$ cat src/rtl/register_map_pkg.sv
// Shared widths, architectural register address map and FSM state type for the
// register read port.
package register_map_pkg;

    localparam int unsigned DATA_WIDTH   = 20;
    localparam int unsigned ADDR_WIDTH   = 5;
    localparam int unsigned STATUS_WIDTH = 15;
    localparam int unsigned NUM_GPR      = 6;
    localparam int unsigned NUM_PTR      = 6;

    localparam logic [ADDR_WIDTH-1:0] ADDR_GPR1        = 5'd0;
    localparam logic [ADDR_WIDTH-1:0] ADDR_GPR2        = 5'd1;
    localparam logic [ADDR_WIDTH-1:0] ADDR_GPR3        = 5'd2;
    localparam logic [ADDR_WIDTH-1:0] ADDR_GPR4        = 5'd3;
    localparam logic [ADDR_WIDTH-1:0] ADDR_GPR5        = 5'd4;
    localparam logic [ADDR_WIDTH-1:0] ADDR_GPR6        = 5'd5;
    localparam logic [ADDR_WIDTH-1:0] ADDR_IS          = 5'd6;
    localparam logic [ADDR_WIDTH-1:0] ADDR_SS          = 5'd7;
    localparam logic [ADDR_WIDTH-1:0] ADDR_DS          = 5'd8;
    localparam logic [ADDR_WIDTH-1:0] ADDR_IP          = 5'd9;
    localparam logic [ADDR_WIDTH-1:0] ADDR_SP          = 5'd10;
    localparam logic [ADDR_WIDTH-1:0] ADDR_DP          = 5'd11;
    localparam logic [ADDR_WIDTH-1:0] ADDR_STATUS      = 5'd12;
    localparam logic [ADDR_WIDTH-1:0] ADDR_INSTR_COUNT = 5'd13;
    localparam logic [ADDR_WIDTH-1:0] ADDR_MEM_ACCESS  = 5'd14;
    localparam logic [ADDR_WIDTH-1:0] ADDR_MEM_CORR    = 5'd15;
    localparam logic [ADDR_WIDTH-1:0] ADDR_LAST_MAPPED = 5'd15;

    typedef enum logic [1:0] {
        StIdle,
        StCapture,
        StRespond
    } rrp_state_t;

endpackage

$ cat src/rtl/register_read_mux.sv
// Combinational selector: maps one register address to its current value and
// flags addresses outside the architectural map.
module register_read_mux
    import register_map_pkg::*;
(
    input  logic [ADDR_WIDTH-1:0]         addr,
    input  logic [NUM_GPR*DATA_WIDTH-1:0] gpr_flat,
    input  logic [NUM_PTR*DATA_WIDTH-1:0] ptr_flat,
    input  logic [STATUS_WIDTH-1:0]       status_register,
    input  logic [DATA_WIDTH-1:0]         instruction_count,
    input  logic [DATA_WIDTH-1:0]         memory_access_count,
    input  logic [DATA_WIDTH-1:0]         memory_correction_count,
    output logic [DATA_WIDTH-1:0]         data,
    output logic                          unmapped
);

    always_comb begin
        data     = '0;
        unmapped = 1'b0;
        case (addr)
            ADDR_GPR1:        data = gpr_flat[0*DATA_WIDTH +: DATA_WIDTH];
            ADDR_GPR2:        data = gpr_flat[1*DATA_WIDTH +: DATA_WIDTH];
            ADDR_GPR3:        data = gpr_flat[2*DATA_WIDTH +: DATA_WIDTH];
            ADDR_GPR4:        data = gpr_flat[3*DATA_WIDTH +: DATA_WIDTH];
            ADDR_GPR5:        data = gpr_flat[4*DATA_WIDTH +: DATA_WIDTH];
            ADDR_GPR6:        data = gpr_flat[5*DATA_WIDTH +: DATA_WIDTH];
            ADDR_IS:          data = ptr_flat[0*DATA_WIDTH +: DATA_WIDTH];
            ADDR_SS:          data = ptr_flat[1*DATA_WIDTH +: DATA_WIDTH];
            ADDR_DS:          data = ptr_flat[2*DATA_WIDTH +: DATA_WIDTH];
            ADDR_IP:          data = ptr_flat[3*DATA_WIDTH +: DATA_WIDTH];
            ADDR_SP:          data = ptr_flat[4*DATA_WIDTH +: DATA_WIDTH];
            ADDR_DP:          data = ptr_flat[5*DATA_WIDTH +: DATA_WIDTH];
            ADDR_STATUS:      data = {{(DATA_WIDTH-STATUS_WIDTH){1'b0}}, status_register};
            ADDR_INSTR_COUNT: data = instruction_count;
            ADDR_MEM_ACCESS:  data = memory_access_count;
            ADDR_MEM_CORR:    data = memory_correction_count;
            default:          unmapped = 1'b1;
        endcase
    end

endmodule

$ cat src/rtl/register_read_port.sv
// Dual-address register read responder: latches a request, snapshots both
// selected registers on the same edge and holds the response until accepted.
module register_read_port
    import register_map_pkg::*;
(
    input  logic                          clock,
    input  logic                          reset,
    input  logic                          req_valid,
    output logic                          req_ready,
    input  logic [ADDR_WIDTH-1:0]         req_addr_a,
    input  logic [ADDR_WIDTH-1:0]         req_addr_b,
    input  logic [NUM_GPR*DATA_WIDTH-1:0] gpr_flat,
    input  logic [NUM_PTR*DATA_WIDTH-1:0] ptr_flat,
    input  logic [STATUS_WIDTH-1:0]       status_register,
    input  logic [DATA_WIDTH-1:0]         instruction_count,
    input  logic [DATA_WIDTH-1:0]         memory_access_count,
    input  logic [DATA_WIDTH-1:0]         memory_correction_count,
    output logic                          rsp_valid,
    input  logic                          rsp_ready,
    output logic [DATA_WIDTH-1:0]         rsp_data_a,
    output logic [DATA_WIDTH-1:0]         rsp_data_b,
    output logic                          rsp_error,
    output logic                          same_register_flag
);

    rrp_state_t              state_q, state_d;
    logic [ADDR_WIDTH-1:0]   addr_a_q, addr_a_d, addr_b_q, addr_b_d;
    logic [DATA_WIDTH-1:0]   data_a_q, data_a_d, data_b_q, data_b_d;
    logic                    error_q, error_d, same_q, same_d;
    logic [DATA_WIDTH-1:0]   mux_a, mux_b;
    logic                    unmapped_a, unmapped_b;

    register_read_mux u_mux_a (
        .addr                    (addr_a_q),
        .gpr_flat                (gpr_flat),
        .ptr_flat                (ptr_flat),
        .status_register         (status_register),
        .instruction_count       (instruction_count),
        .memory_access_count     (memory_access_count),
        .memory_correction_count (memory_correction_count),
        .data                    (mux_a),
        .unmapped                (unmapped_a)
    );

    register_read_mux u_mux_b (
        .addr                    (addr_b_q),
        .gpr_flat                (gpr_flat),
        .ptr_flat                (ptr_flat),
        .status_register         (status_register),
        .instruction_count       (instruction_count),
        .memory_access_count     (memory_access_count),
        .memory_correction_count (memory_correction_count),
        .data                    (mux_b),
        .unmapped                (unmapped_b)
    );

    always_comb begin
        state_d  = state_q;
        addr_a_d = addr_a_q;
        addr_b_d = addr_b_q;
        data_a_d = data_a_q;
        data_b_d = data_b_q;
        error_d  = error_q;
        same_d   = same_q;
        unique case (state_q)
            StIdle: begin
                if (req_valid) begin
                    addr_a_d = req_addr_a;
                    addr_b_d = req_addr_b;
                    state_d  = StCapture;
                end
            end
            StCapture: begin
                // Both ports load on this one edge so counter pairs stay coherent.
                data_a_d = mux_a;
                data_b_d = mux_b;
                error_d  = unmapped_a | unmapped_b;
                same_d   = (addr_a_q == addr_b_q);
                state_d  = StRespond;
            end
            StRespond: begin
                if (rsp_ready) begin
                    state_d = StIdle;
                end
            end
            default: state_d = StIdle;
        endcase
    end

    always_ff @(posedge clock) begin
        if (reset) begin
            state_q  <= StIdle;
            addr_a_q <= '0;
            addr_b_q <= '0;
            data_a_q <= '0;
            data_b_q <= '0;
            error_q  <= 1'b0;
            same_q   <= 1'b0;
        end else begin
            state_q  <= state_d;
            addr_a_q <= addr_a_d;
            addr_b_q <= addr_b_d;
            data_a_q <= data_a_d;
            data_b_q <= data_b_d;
            error_q  <= error_d;
            same_q   <= same_d;
        end
    end

    assign req_ready          = (state_q == StIdle);
    assign rsp_valid          = (state_q == StRespond);
    assign rsp_data_a         = data_a_q;
    assign rsp_data_b         = data_b_q;
    assign rsp_error          = error_q;
    assign same_register_flag = same_q;

endmodule

$ cat config.mk
export PLATFORM = sky130hd
export DESIGN_NAME = register_read_port
export DESIGN_NICKNAME = d
export VERILOG_FILES = /design/src/rtl/register_map_pkg.sv /design/src/rtl/register_read_mux.sv /design/src/rtl/register_read_port.sv
export SDC_FILE = /design/constraint.sdc
export NUM_CORES = 1
export LEC_CHECK = 0
export CORE_AREA = 4 4 143 145
export CTS_BUF_LIST = sky130_fd_sc_hd__clkbuf_8
export DETAILED_ROUTE_END_ITERATION = 12
export DIE_AREA = 0 0 147 149
export GPL_ROUTABILITY_DRIVEN = 0
export MAX_ROUTING_LAYER = met4
export PLACE_DENSITY = 0.75
export SLEW_MARGIN = 20
export SYNTH_ARGS = -nofsm -noshare
export SYNTH_HDL_FRONTEND = slang
export SYNTH_SLANG_ARGS = --single-unit
$ cat constraint.sdc
create_clock -name clock -period 4.58 [get_ports clock]
set_clock_uncertainty 0.1 [all_clocks]
set_input_delay 0.916 -clock clock [delete_from_list [all_inputs] [get_ports clock]]
set_output_delay 0.916 -clock clock [all_outputs]
set_load 0.005 [all_outputs]
==> impl_metrics.py <==
metrics = {
    "run_status": {
        "status": "finished clean",
    },
    "synth": {
        "ys_ff_latch": 54,
        "synth.most_common_cell": "a22oi_1",
        "syn_nets": 1167,
        "synthArstFlopShare_pct": 0,
        "yosysSeqAreaShare_pct": 15.58,
        "synth.distinct_cells": 72,
        "synth_top_cells_by_count": "a22oi_1 (122), nand2_1 (114), dfxtp_1 (54)",
        "synthCells": 838,
        "synth_area_leader_cell": "dfxtp_1",
        "yosys_warnings": 0,
        "synthTopCellsByArea": "dfxtp_1 (16%), a22oi_1 (13%), mux2i_1 (7.2%), nand2_1 (6.2%), a32oi_1 (5.8%)",
        "synth_edf_count": 0,
        "syn_avg_cell_area_um2": 8.281,
        "synth_top_area_share_pct": 15.58,
        "synth_flop_cell": "dfxtp_1",
        "synth_area_um2": 6939,
    },
    "floorplan": {
        "rows": 51,
        "core_area_um2": 19210,
        "die_w_um": 147,
        "initial_core_util_pct": 36.13,
        "die_y_um": 149,
        "dieArea_um2": 21900,
        "ioPinCount": 373,
    },
    "layout": {
        "nNetsFinal": 1480,
        "fin_util_pct": 56.01,
        "layout.cells.non_filler": 1418,
        "design_area_um2": 10760,
        "syn2layout_area_growth_pct": 55.03,
        "drive_above_1_share_pct": 9.635,
    },
    "sta": {
        "fin_ws_ns": 1.343,
        "relSlewSlack_pct": 14.63,
        "rsz0062_at_grt": "no",
        "tns_ns": 0,
        "min_period_over_period_pct": 70.68,
        "fmax_ghz": 0.3089,
        "worst_hold_slack_ns": 0.3811,
        "final_hold_viol_count": 0,
        "slew_violations": 0,
        "fin_crit_ns": 3.237,
        "setup_violations": 0,
        "tightest_slew_ns": 1.281,
    },
    "clocking": {
        "max-clock-path-buffers": 2,
        "cts_buffers": 5,
        "cts_tree": "done",
        "cts_resized": 0,
        "cts-root-buf": "clkbuf_8",
        "clkSinkCount": 54,
        "clk_pin_slew_ns": 0.12,
        "clk_latency_ns": 0.35,
        "cts_setup_buffers": 0,
        "postCtsHoldBufs": 0,
        "h-tree-depth": 2,
    },
    "global_route": {
        "grt_usage_pct": 38.65,
        "grt_max_degree": 36,
        "antenna_found_initial": 1,
        "grt.overflow.total": 0,
        "grt_pass1_vias": 10040,
        "grt_pass1_wl_um": 62560,
    },
    "routing": {
        "wl_um": 43930,
        "ant_nets": 0,
        "vias_per_cell": 7.029,
        "first_iter_violations": 1676,
        "routedWlPerCell_um": 30.98,
        "drc_errors": 0,
        "vias": 9967,
        "drtPass1Iterations": 7,
    },
    "setup_path": {
        "cp.arrival_ns": 3.42,
        "worst_setup_path_end_kind": "register",
        "crit_required_ns": 4.76,
        "critPathMaxStageDelay_ns": 1.07,
        "path_cells": "buf_4 -> nor3b_2 -> and2_1 -> a22oi_1 -> nand4_1 -> a2bb2oi_1",
        "cp-start-kind": "register",
        "crit_fanout": 24,
        "cp_slowest_cell": "and2_1",
        "critPathKind": "reg -> reg",
    },
    "place": {
        "dp.final_hpwl_um": 31330,
        "place_area_um2": 10640,
        "portBuffers": 372,
        "dpl.cell_count": 1408,
        "dpl_worst_slack_ns": 1.438,
    },
    "hold_path": {
        "min_path_type": "reg -> reg",
    },
    "power_and_ir_drop": {
        "vdd.ir_drop.worst_mv": 0.1230,
        "p_leak_nw": 3.677,
        "total_power_mw": 1.843,
        "power_density_nw_per_um2": 171.3,
    },
    "flow_run": {
        "maxCapViolations": 0,
    },
}
-- worst max-delay path: cells and delay by family (launching register included) --
kind | cells | cell delay [ns]
buf+inv | 1 | 0.34
simple gates | 3 | 1.75
flops | 1 | 0.57
compound gates | 2 | 0.41
-- cell families (layout without fill, tap and decap cells) --
| logic type | Yosys count | in the layout | synth area share, % |
|---|---|---|---|
| and+or+nand+nor | 261 | 261 | 20.61 |
| other | 0 | 1 | 0 |
| DFF | 54 | 54 | 15.58 |
| buffers and inverters | 94 | 408 | 8.240 |
| muxes | 95 | 95 | 17.33 |
| xor gates and xnor gates | 5 | 5 | 0.6312 |
| AOI/OAI and AO/OA | 329 | 329 | 37.61 |
-- power breakdown --
group / internal [mW] / leakage, nW / total, mW / switching, mW
registers: 0.494 / 0.441 / 0.552 / 0.0581
logic: 0.515 / 3.18 / 0.968 / 0.453
clock network: 0.121 / 0.0524 / 0.323 / 0.202
total: 1.13 / 3.68 / 1.84 / 0.713
-- worst paths after layout --
| check | from | endpoint | slack (ns) | depth (start not counted) |
|---|---|---|---|---|
| setup / recovery | addr_b_q[1]$_SDFFE_PP0P_ | rsp_data_b[6]$_SDFFE_PP0N_ | 1.34 | 6 |
| hold reg to reg | same_register_flag$_SDFFE_PP0N_ | same_register_flag$_SDFFE_PP0N_ | 0.38 | 2 |
| hold / removal | same_register_flag$_SDFFE_PP0N_ | same_register_flag$_SDFFE_PP0N_ | 0.38 | 2 |
| setup reg to reg | addr_b_q[1]$_SDFFE_PP0P_ | rsp_data_b[6]$_SDFFE_PP0N_ | 1.34 | 6 |
-- cell usage in the layout (no fill, tap or decap), types with 21 or more instances in the layout --
master           count
mux2i_1             50
a21oi_1             26
buf_4               23
a32oi_1             46
nand3_1             21
a22o_1              38
nand2_1            114
dfxtp_1             50
mux2_2              27
clkdlybuf4s50_1    372
nand4_1             33
a22oi_1            122
-- final cells by class --
cell class                      count  area (um^2)
Fill cell                        1810         8449
Multi-Input combinational cell    690         5320
Clock inverter                      2        8.758
Timing Repair Buffer              396         3911
Clock buffer                        6        82.58
Sequential cell                    54         1086
Antenna cell                        1        2.502
Inverter                            4        15.01
Tap cell                          265        331.6
-- routing by layer --
layer,track usage [%],part of all wire [%],up-vias
met5,-,0,-
met4,19.20,6.4,0
met3,11.97,14,266
met2,59.16,44,1051
met1,46.22,36,4598
li1,-,-,4052
-- registers in the layout (all words and copies together) (netlist names) --
register	flops
state_q	2
rsp_error	1
same_register_flag	1
addr_b_q	5
rsp_data_a	20
rsp_data_b	20
addr_a_q	5
(Power assumes the default switching activity.)
